[config.mk]
export PLATFORM = sky130hd
export DESIGN_NAME = mv_cfg_unit
export DESIGN_NICKNAME = d
export VERILOG_FILES = /design/src/rtl/riscv_mv_pkg.sv /design/src/rtl/mv_inflight_cnt.sv /design/src/rtl/mv_cfg_unit.sv
export SDC_FILE = /design/constraint.sdc
export NUM_CORES = 1
export LEC_CHECK = 0
export BUFFER_PORTS_ARGS = -buffer_cell sky130_fd_sc_hd__buf_4
export CORE_MARGIN = 1
export CORE_UTILIZATION = 50
export DETAILED_ROUTE_END_ITERATION = 10
export GPL_TIMING_DRIVEN = 0
export PLACE_DENSITY = 0.8
export SYNTH_ARGS = -nofsm -noshare
export SYNTH_HDL_FRONTEND = slang
export SYNTH_SLANG_ARGS = --single-unit
[constraint.sdc]
create_clock -name clk_i -period 13.6 [get_ports clk_i]
set_clock_uncertainty 0.1 [all_clocks]
set_input_delay 1.36 -clock clk_i [delete_from_list [all_inputs] [get_ports clk_i]]
set_output_delay 1.36 -clock clk_i [all_outputs]
set_load 0.03 [all_outputs]
[src/rtl/riscv_mv_pkg.sv]
// Shared RVMV types: element widths, config targets,
// config request bundle and config FSM states.
package riscv_mv_pkg;

  typedef enum logic [1:0] {
    EW4  = 2'b00,
    EW8  = 2'b01,
    EW16 = 2'b10,
    EW32 = 2'b11
  } vew_e;

  typedef enum logic [1:0] {
    NONECFG = 2'b00,
    MCFG    = 2'b01,
    VCFG    = 2'b10,
    ACFG    = 2'b11
  } cfg_func3_e;

  typedef struct packed {
    cfg_func3_e  target;
    vew_e        ew;
    logic [31:0] avl;
  } mv_cfg_req_t;

  typedef enum logic [1:0] {
    ST_IDLE   = 2'b00,
    ST_DRAIN  = 2'b01,
    ST_UPDATE = 2'b10,
    ST_RESP   = 2'b11
  } mv_cfg_state_e;

  localparam int DEF_VLEN  = 1024;
  localparam int DEF_MLEN  = 4096;
  localparam int DEF_ALEN  = 2048;
  localparam int DEF_CNT_W = 4;

endpackage

[src/rtl/mv_inflight_cnt.sv]
// Saturating up/down count of MV operations in flight,
// with full and zero flags for dispatch and drain.
module mv_inflight_cnt #(
  parameter int CNT_W = 4
) (
  input  logic clk_i,
  input  logic rst_i,
  input  logic inc_i,
  input  logic dec_i,
  output logic full_o,
  output logic zero_o
);

  localparam logic [CNT_W-1:0] MAX = '1;

  logic [CNT_W-1:0] r_cnt;
  logic             w_up;
  logic             w_dn;

  assign w_up = inc_i & ~dec_i & (r_cnt != MAX);
  assign w_dn = dec_i & ~inc_i & (r_cnt != '0);

  // Count issues up and retires down, clamped at both ends
  always_ff @(posedge clk_i or posedge rst_i) begin
    if (rst_i) begin
      r_cnt <= '0;
    end else if (w_up) begin
      r_cnt <= r_cnt + 1'b1;
    end else if (w_dn) begin
      r_cnt <= r_cnt - 1'b1;
    end
  end

  assign full_o = (r_cnt == MAX);
  assign zero_o = (r_cnt == '0);

endmodule

[src/rtl/mv_cfg_unit.sv]
// OPCFG stage: drains in-flight MV ops, then updates the
// per-class element width / length CSRs and responds.
module mv_cfg_unit
  import riscv_mv_pkg::*;
#(
  parameter int VLEN  = DEF_VLEN,
  parameter int MLEN  = DEF_MLEN,
  parameter int ALEN  = DEF_ALEN,
  parameter int CNT_W = DEF_CNT_W
) (
  input  logic        clk_i,
  input  logic        rst_i,
  input  logic        cfg_valid_i,
  output logic        cfg_ready_o,
  input  logic [1:0]  cfg_target_i,
  input  logic [1:0]  cfg_ew_i,
  input  logic [31:0] cfg_avl_i,
  output logic        resp_valid_o,
  input  logic        resp_ready_i,
  output logic [31:0] resp_vl_o,
  output logic        resp_err_o,
  input  logic        op_issue_i,
  input  logic        op_retire_i,
  output logic        inflight_full_o,
  output logic        busy_o,
  output logic [1:0]  vew_o,
  output logic [1:0]  mew_o,
  output logic [1:0]  aew_o,
  output logic [31:0] vl_o,
  output logic [31:0] ml_o,
  output logic [31:0] al_o
);

  mv_cfg_state_e r_state;
  mv_cfg_req_t   r_req;
  logic          r_resp_valid;
  logic [31:0]   r_resp_vl;
  logic          r_resp_err;
  vew_e          r_vew;
  vew_e          r_mew;
  vew_e          r_aew;
  logic [31:0]   r_vl;
  logic [31:0]   r_ml;
  logic [31:0]   r_al;

  logic          w_zero;
  logic          w_full;
  logic [31:0]   w_len;
  logic [2:0]    w_sh;
  logic [31:0]   w_vlmax;
  logic [31:0]   w_grant;

  mv_inflight_cnt #(
    .CNT_W (CNT_W)
  ) u_cnt (
    .clk_i  (clk_i),
    .rst_i  (rst_i),
    .inc_i  (op_issue_i),
    .dec_i  (op_retire_i),
    .full_o (w_full),
    .zero_o (w_zero)
  );

  // Register-class length for the latched target
  always_comb begin
    w_len = 32'd0;
    unique case (1'b1)
      (r_req.target == MCFG): w_len = 32'(MLEN);
      (r_req.target == VCFG): w_len = 32'(VLEN);
      (r_req.target == ACFG): w_len = 32'(ALEN);
      default:                w_len = 32'd0;
    endcase
  end

  assign w_sh    = {1'b0, r_req.ew} + 3'd2;
  assign w_vlmax = w_len >> w_sh;
  assign w_grant = (r_req.avl < w_vlmax) ? r_req.avl : w_vlmax;

  // Config FSM with registered response and CSR state
  always_ff @(posedge clk_i or posedge rst_i) begin
    if (rst_i) begin
      r_state      <= ST_IDLE;
      r_req        <= '0;
      r_resp_valid <= 1'b0;
      r_resp_vl    <= 32'd0;
      r_resp_err   <= 1'b0;
      r_vew        <= EW8;
      r_mew        <= EW8;
      r_aew        <= EW8;
      r_vl         <= 32'd0;
      r_ml         <= 32'd0;
      r_al         <= 32'd0;
    end else begin
      unique case (r_state)
        ST_IDLE: begin
          if (cfg_valid_i) begin
            r_req.target <= cfg_func3_e'(cfg_target_i);
            r_req.ew     <= vew_e'(cfg_ew_i);
            r_req.avl    <= cfg_avl_i;
            if (cfg_func3_e'(cfg_target_i) == NONECFG) begin
              r_resp_valid <= 1'b1;
              r_resp_err   <= 1'b1;
              r_resp_vl    <= 32'd0;
              r_state      <= ST_RESP;
            end else begin
              r_resp_err <= 1'b0;
              r_state    <= ST_DRAIN;
            end
          end
        end
        ST_DRAIN: begin
          if (w_zero) begin
            r_state <= ST_UPDATE;
          end
        end
        ST_UPDATE: begin
          unique case (1'b1)
            (r_req.target == MCFG): begin
              r_mew <= r_req.ew;
              r_ml  <= w_grant;
            end
            (r_req.target == VCFG): begin
              r_vew <= r_req.ew;
              r_vl  <= w_grant;
            end
            (r_req.target == ACFG): begin
              r_aew <= r_req.ew;
              r_al  <= w_grant;
            end
            default: ;
          endcase
          r_resp_vl    <= w_grant;
          r_resp_valid <= 1'b1;
          r_state      <= ST_RESP;
        end
        ST_RESP: begin
          if (resp_ready_i) begin
            r_resp_valid <= 1'b0;
            r_state      <= ST_IDLE;
          end
        end
        default: r_state <= ST_IDLE;
      endcase
    end
  end

  assign cfg_ready_o     = (r_state == ST_IDLE) & ~rst_i;
  assign busy_o          = (r_state != ST_IDLE);
  assign resp_valid_o    = r_resp_valid;
  assign resp_vl_o       = r_resp_vl;
  assign resp_err_o      = r_resp_err;
  assign inflight_full_o = w_full;
  assign vew_o           = r_vew;
  assign mew_o           = r_mew;
  assign aew_o           = r_aew;
  assign vl_o            = r_vl;
  assign ml_o            = r_ml;
  assign al_o            = r_al;

endmodule
==> impl_metrics.csv <==
group,metric,value,unit
setup_path,timing.critical_path.to_type,"flip-flop",
floorplan,die_width,122,um
setup_path,cp_data_required_time,13.78,ns
drt,drt_wl_total,17.3,mm
global_routing,grt_overflow,0,
synth,postSynthCellCount,584,
setup_path,path_max_fanout,10,
drt,wl_met1,7.23,mm
floorplan,ioPinCount,181,
clock_tree,clk_root_buffer_cell,"sky130_fd_sc_hd__clkbuf_16",
synth,synth.distinct_cells,59,
status,status,"finished, final reports clean",
floorplan,placeableCoreArea,0.0140,sq mm
synth,netlist_area,0.00723,sq mm
clock_tree,hold_buffers,0,
sta,final_period_minus_worst_setup_slack,3.78,ns
power_and_ir_drop,power_density,190,mW/mm^2
synth,synth_async_sr_flop_share,1.00,
sta,worst_slew_pin_slew,1.07,ns
sta,hold_violations,0,
sta,timing.final.max_slew_violations,0,
power_and_ir_drop,static-leakage-power,4.65,nW
power_and_ir_drop,post-layout-total-power,1.79,mW
drt,viasPerCell,5.46,
drt,first_drt_iteration_drcs,359,
drt,drt-pass1-iter-count,5,
synth,synth-edff-count,0,
clock_tree,clock_tree_from_tritoncts,"built",
clock_tree,post-cts-setup-buffer-count,0,
global_routing,via_count_of_the_first_global_routing_pass,5519,
sta,setup_repair_after_global_routing_missed_its_margin,"false",
drt,top_layer_used,"met4",
drt,detailroute.wirelength.met3,1.35,mm
synth,synth_seq_area_share,0.617,
global_routing,number_of_antenna_violations_at_the_first_check_in_global_routing,0,
clock_tree,post_cts.resized_instances,0,
clock_tree,cts_buffers,17,
sta,fmaxAchievable,265,MHz
finish,final_layout_size_suffix_gt1_frac,0.356,
floorplan,initial_utilization,0.517,
drt,drt.antenna.violating_nets,0,
worst_hold_path,holdCritPathClass,"reg2reg",
drt,wire_per_inst,17.7,um
finish,antennaDiodeCount,0,
floorplan,fp.dieArea,0.0149,sq mm
synth,ys.flop_type,"sky130_fd_sc_hd__dfrtp_1",
floorplan,rows,43,
floorplan,dieHeight,122,um
clock_tree,htreeDepth,4,
sta,setup_viol,0,
global_routing,grt_start_max_net_pins,100,
drt,met2_wirelength,8.28,mm
clock_tree,clock_insertion_delay_worst_skew,0.43,ns
clock_tree,cts-root-to-sink-buffers,2,
global_routing,gr-usage-all-layers,0.247,
drt,num_vias,5333,
flow_run,max-cap-violations,0,
setup_path,setup.worst_path.class,"reg2reg",
clock_tree,cts_sinks,178,
setup_path,timing.critical_path.from_type,"flip-flop",
drt,remaining_drc_errors,0,
synth,number_of_nets_produced_by_synthesis,640,
synth,avgSynthCellArea,12.4,sq um
finish,synthToLayoutAreaGrowth,30.5,%
synth,number_of_storage_elements_in_the_synthesis_netlist,178,
synth,yosys_warnings,0,
sta,timing.slew.headroom,0.277,
placement,routability_congestion_estimate_from_global_placement,0.856,
placement,buffer_ports.inserted,180,
sta,final.setup.tns,0,ns
power_and_ir_drop,vdd_ir_max,0.0000993,V
placement,dpl.hpwl,12.6,mm
clock_tree,clk_transition_reported_paths,0.07,ns
finish,final_net_count,840,
global_routing,grt_first_pass_wirelength,27.8,mm
setup_path,cp.arrival,3.96,ns
sta,post-route-period-util,0.278,
flip-flops by register name (all words and copies together), names as in the netlist, 4 cells and up:
name,flops
u_cnt.r_cnt,4
ml_o,32
r_req,36
vl_o,32
resp_vl_o,32
al_o,32
path summary, 6_finish.rpt:
kind                                       start                      to  slack (ns)  cells past startpoint
setup / recovery           r_req[34]$_DFFE_PP0P_     ml_o[7]$_DFFE_PP0P_        9.82                      8
hold / removal              vew_o[0]$_DFFE_PP1P_    vew_o[0]$_DFFE_PP1P_        0.36                      2
setup reg to reg           r_req[34]$_DFFE_PP0P_     ml_o[7]$_DFFE_PP0P_        9.82                      8
hold reg to reg             vew_o[0]$_DFFE_PP1P_    vew_o[0]$_DFFE_PP1P_        0.36                      2
max in group asynchronous                  rst_i    mew_o[0]$_DFFE_PP1P_       11.59                      3
min in group asynchronous                  rst_i  r_state[0]$_DFFE_PP0P_        0.95                      2
critical path: stages, from the launching register on:
cell and delay [ns]:
sky130_fd_sc_hd__dfrtp_1 0.40, sky130_fd_sc_hd__clkbuf_1 0.33, sky130_fd_sc_hd__nor4b_1 0.91, sky130_fd_sc_hd__inv_1 0.12, sky130_fd_sc_hd__ha_1 0.26, sky130_fd_sc_hd__nor4_4 0.36, sky130_fd_sc_hd__nand4_4 0.25, sky130_fd_sc_hd__nor4_2 0.72
sky130_fd_sc_hd__o31ai_1 0.17
through the flow:
stage / area, sq um / setup WS [ns] / utilization / instances / hold slack, ns
after floorplan: 7230 / 7.31 / - / 584 / 0.348
after global placement: 8800 / 5.82 / 0.629 / 944 / 0.350
after detailed placement: 8840 / 9.99 / 0.632 / 945 / 0.351
after CTS: 9430 / 9.93 / 0.674 / 977 / 0.363
after global routing: 9430 / 9.58 / 0.674 / 977 / 0.376
final: 9430 / 9.82 / 0.674 / 977 / 0.363
area by class of cell:
type,count,area [sq um]
buffer,34,155
clock buffer,17,425
clock inverter,15,164
fill,1061,4560
inverter,19,78.8
multi-input combinational,353,2540
sequential,178,4460
tap,180,225
timing repair buffer,181,1380
synthesized netlist by cell type, types with 3 or more instances:
cell type	number	share of area
sky130_fd_sc_hd__nand4_1	8	0.0069
sky130_fd_sc_hd__a32o_1	5	0.0069
sky130_fd_sc_hd__nor4_4	4	0.012
sky130_fd_sc_hd__nand2_1	49	0.025
sky130_fd_sc_hd__o21ai_0	15	0.010
sky130_fd_sc_hd__ha_1	13	0.023
sky130_fd_sc_hd__and2_1	84	0.073
sky130_fd_sc_hd__a32oi_1	4	0.0048
sky130_fd_sc_hd__xor2_1	3	0.0036
sky130_fd_sc_hd__buf_2	10	0.0069
sky130_fd_sc_hd__mux2i_1	4	0.0055
sky130_fd_sc_hd__mux2_2	39	0.061
sky130_fd_sc_hd__inv_1	18	0.0093
sky130_fd_sc_hd__o211ai_1	9	0.0093
sky130_fd_sc_hd__o41a_1	3	0.0047
sky130_fd_sc_hd__dfrtp_1	175	0.61
sky130_fd_sc_hd__o21ai_1	10	0.0069
sky130_fd_sc_hd__o31ai_1	7	0.0073
sky130_fd_sc_hd__a31oi_1	7	0.0061
sky130_fd_sc_hd__dfstp_2	3	0.011
sky130_fd_sc_hd__nor2_1	14	0.0073
sky130_fd_sc_hd__a211oi_1	5	0.0052
sky130_fd_sc_hd__a21oi_1	3	0.0021
sky130_fd_sc_hd__nand3_1	28	0.019
sky130_fd_sc_hd__clkbuf_1	21	0.011
sky130_fd_sc_hd__nand3b_1	4	0.0042
cells in the final DEF (no fill, tap or decap), drive strengths merged, types with 2 or more instances in the layout:
master    count
nand4         9
nand3b        4
a21oi         4
o211ai        9
and2         84
mux2i         4
nor3          2
dfrtp       175
nor4          5
nor2         14
or3b          2
a32o          5
a211oi        6
clkinv        4
ha           13
xor2          3
and4          2
o41a          3
o31ai         8
a21o          2
o21ai        25
nand3        28
and3          2
a32oi         4
inv          27
nand2        49
clkbuf       38
xnor2         2
dfstp         3
clkinvlp      2
and3b         2
mux2         39
a31oi         7
buf         194
cell families (layout without fill, tap and decap cells):
logic type	after synthesis	after routing	synth area share
AO/OA/AOI/OAI	82	82	0.0833
XOR/XNOR	5	5	0.00606
adder cells (fa/ha/maj)	14	14	0.0253
buffers and inverters	53	266	0.0313
flip-flops	178	178	0.617
multiplexers	43	43	0.0663
AND/OR/NAND/NOR	209	209	0.171
routing by layer:
| layer | track usage | up-vias |
|---|---|---|
| met1 | 0.312 | 2635 |
| met4 | 0.113 | 0 |
| met5 | 0 | - |
| li1 | - | 2431 |
| met2 | 0.386 | 234 |
| met3 | 0.0804 | 33 |
report_power, final:
part / internal (mW) / switching [mW]
clock: 0.261 / 0.223
sequential: 0.629 / 0.0926
combinational: 0.232 / 0.352
total: 1.12 / 0.667
Note: power is estimated with default switching activity, not from simulation.
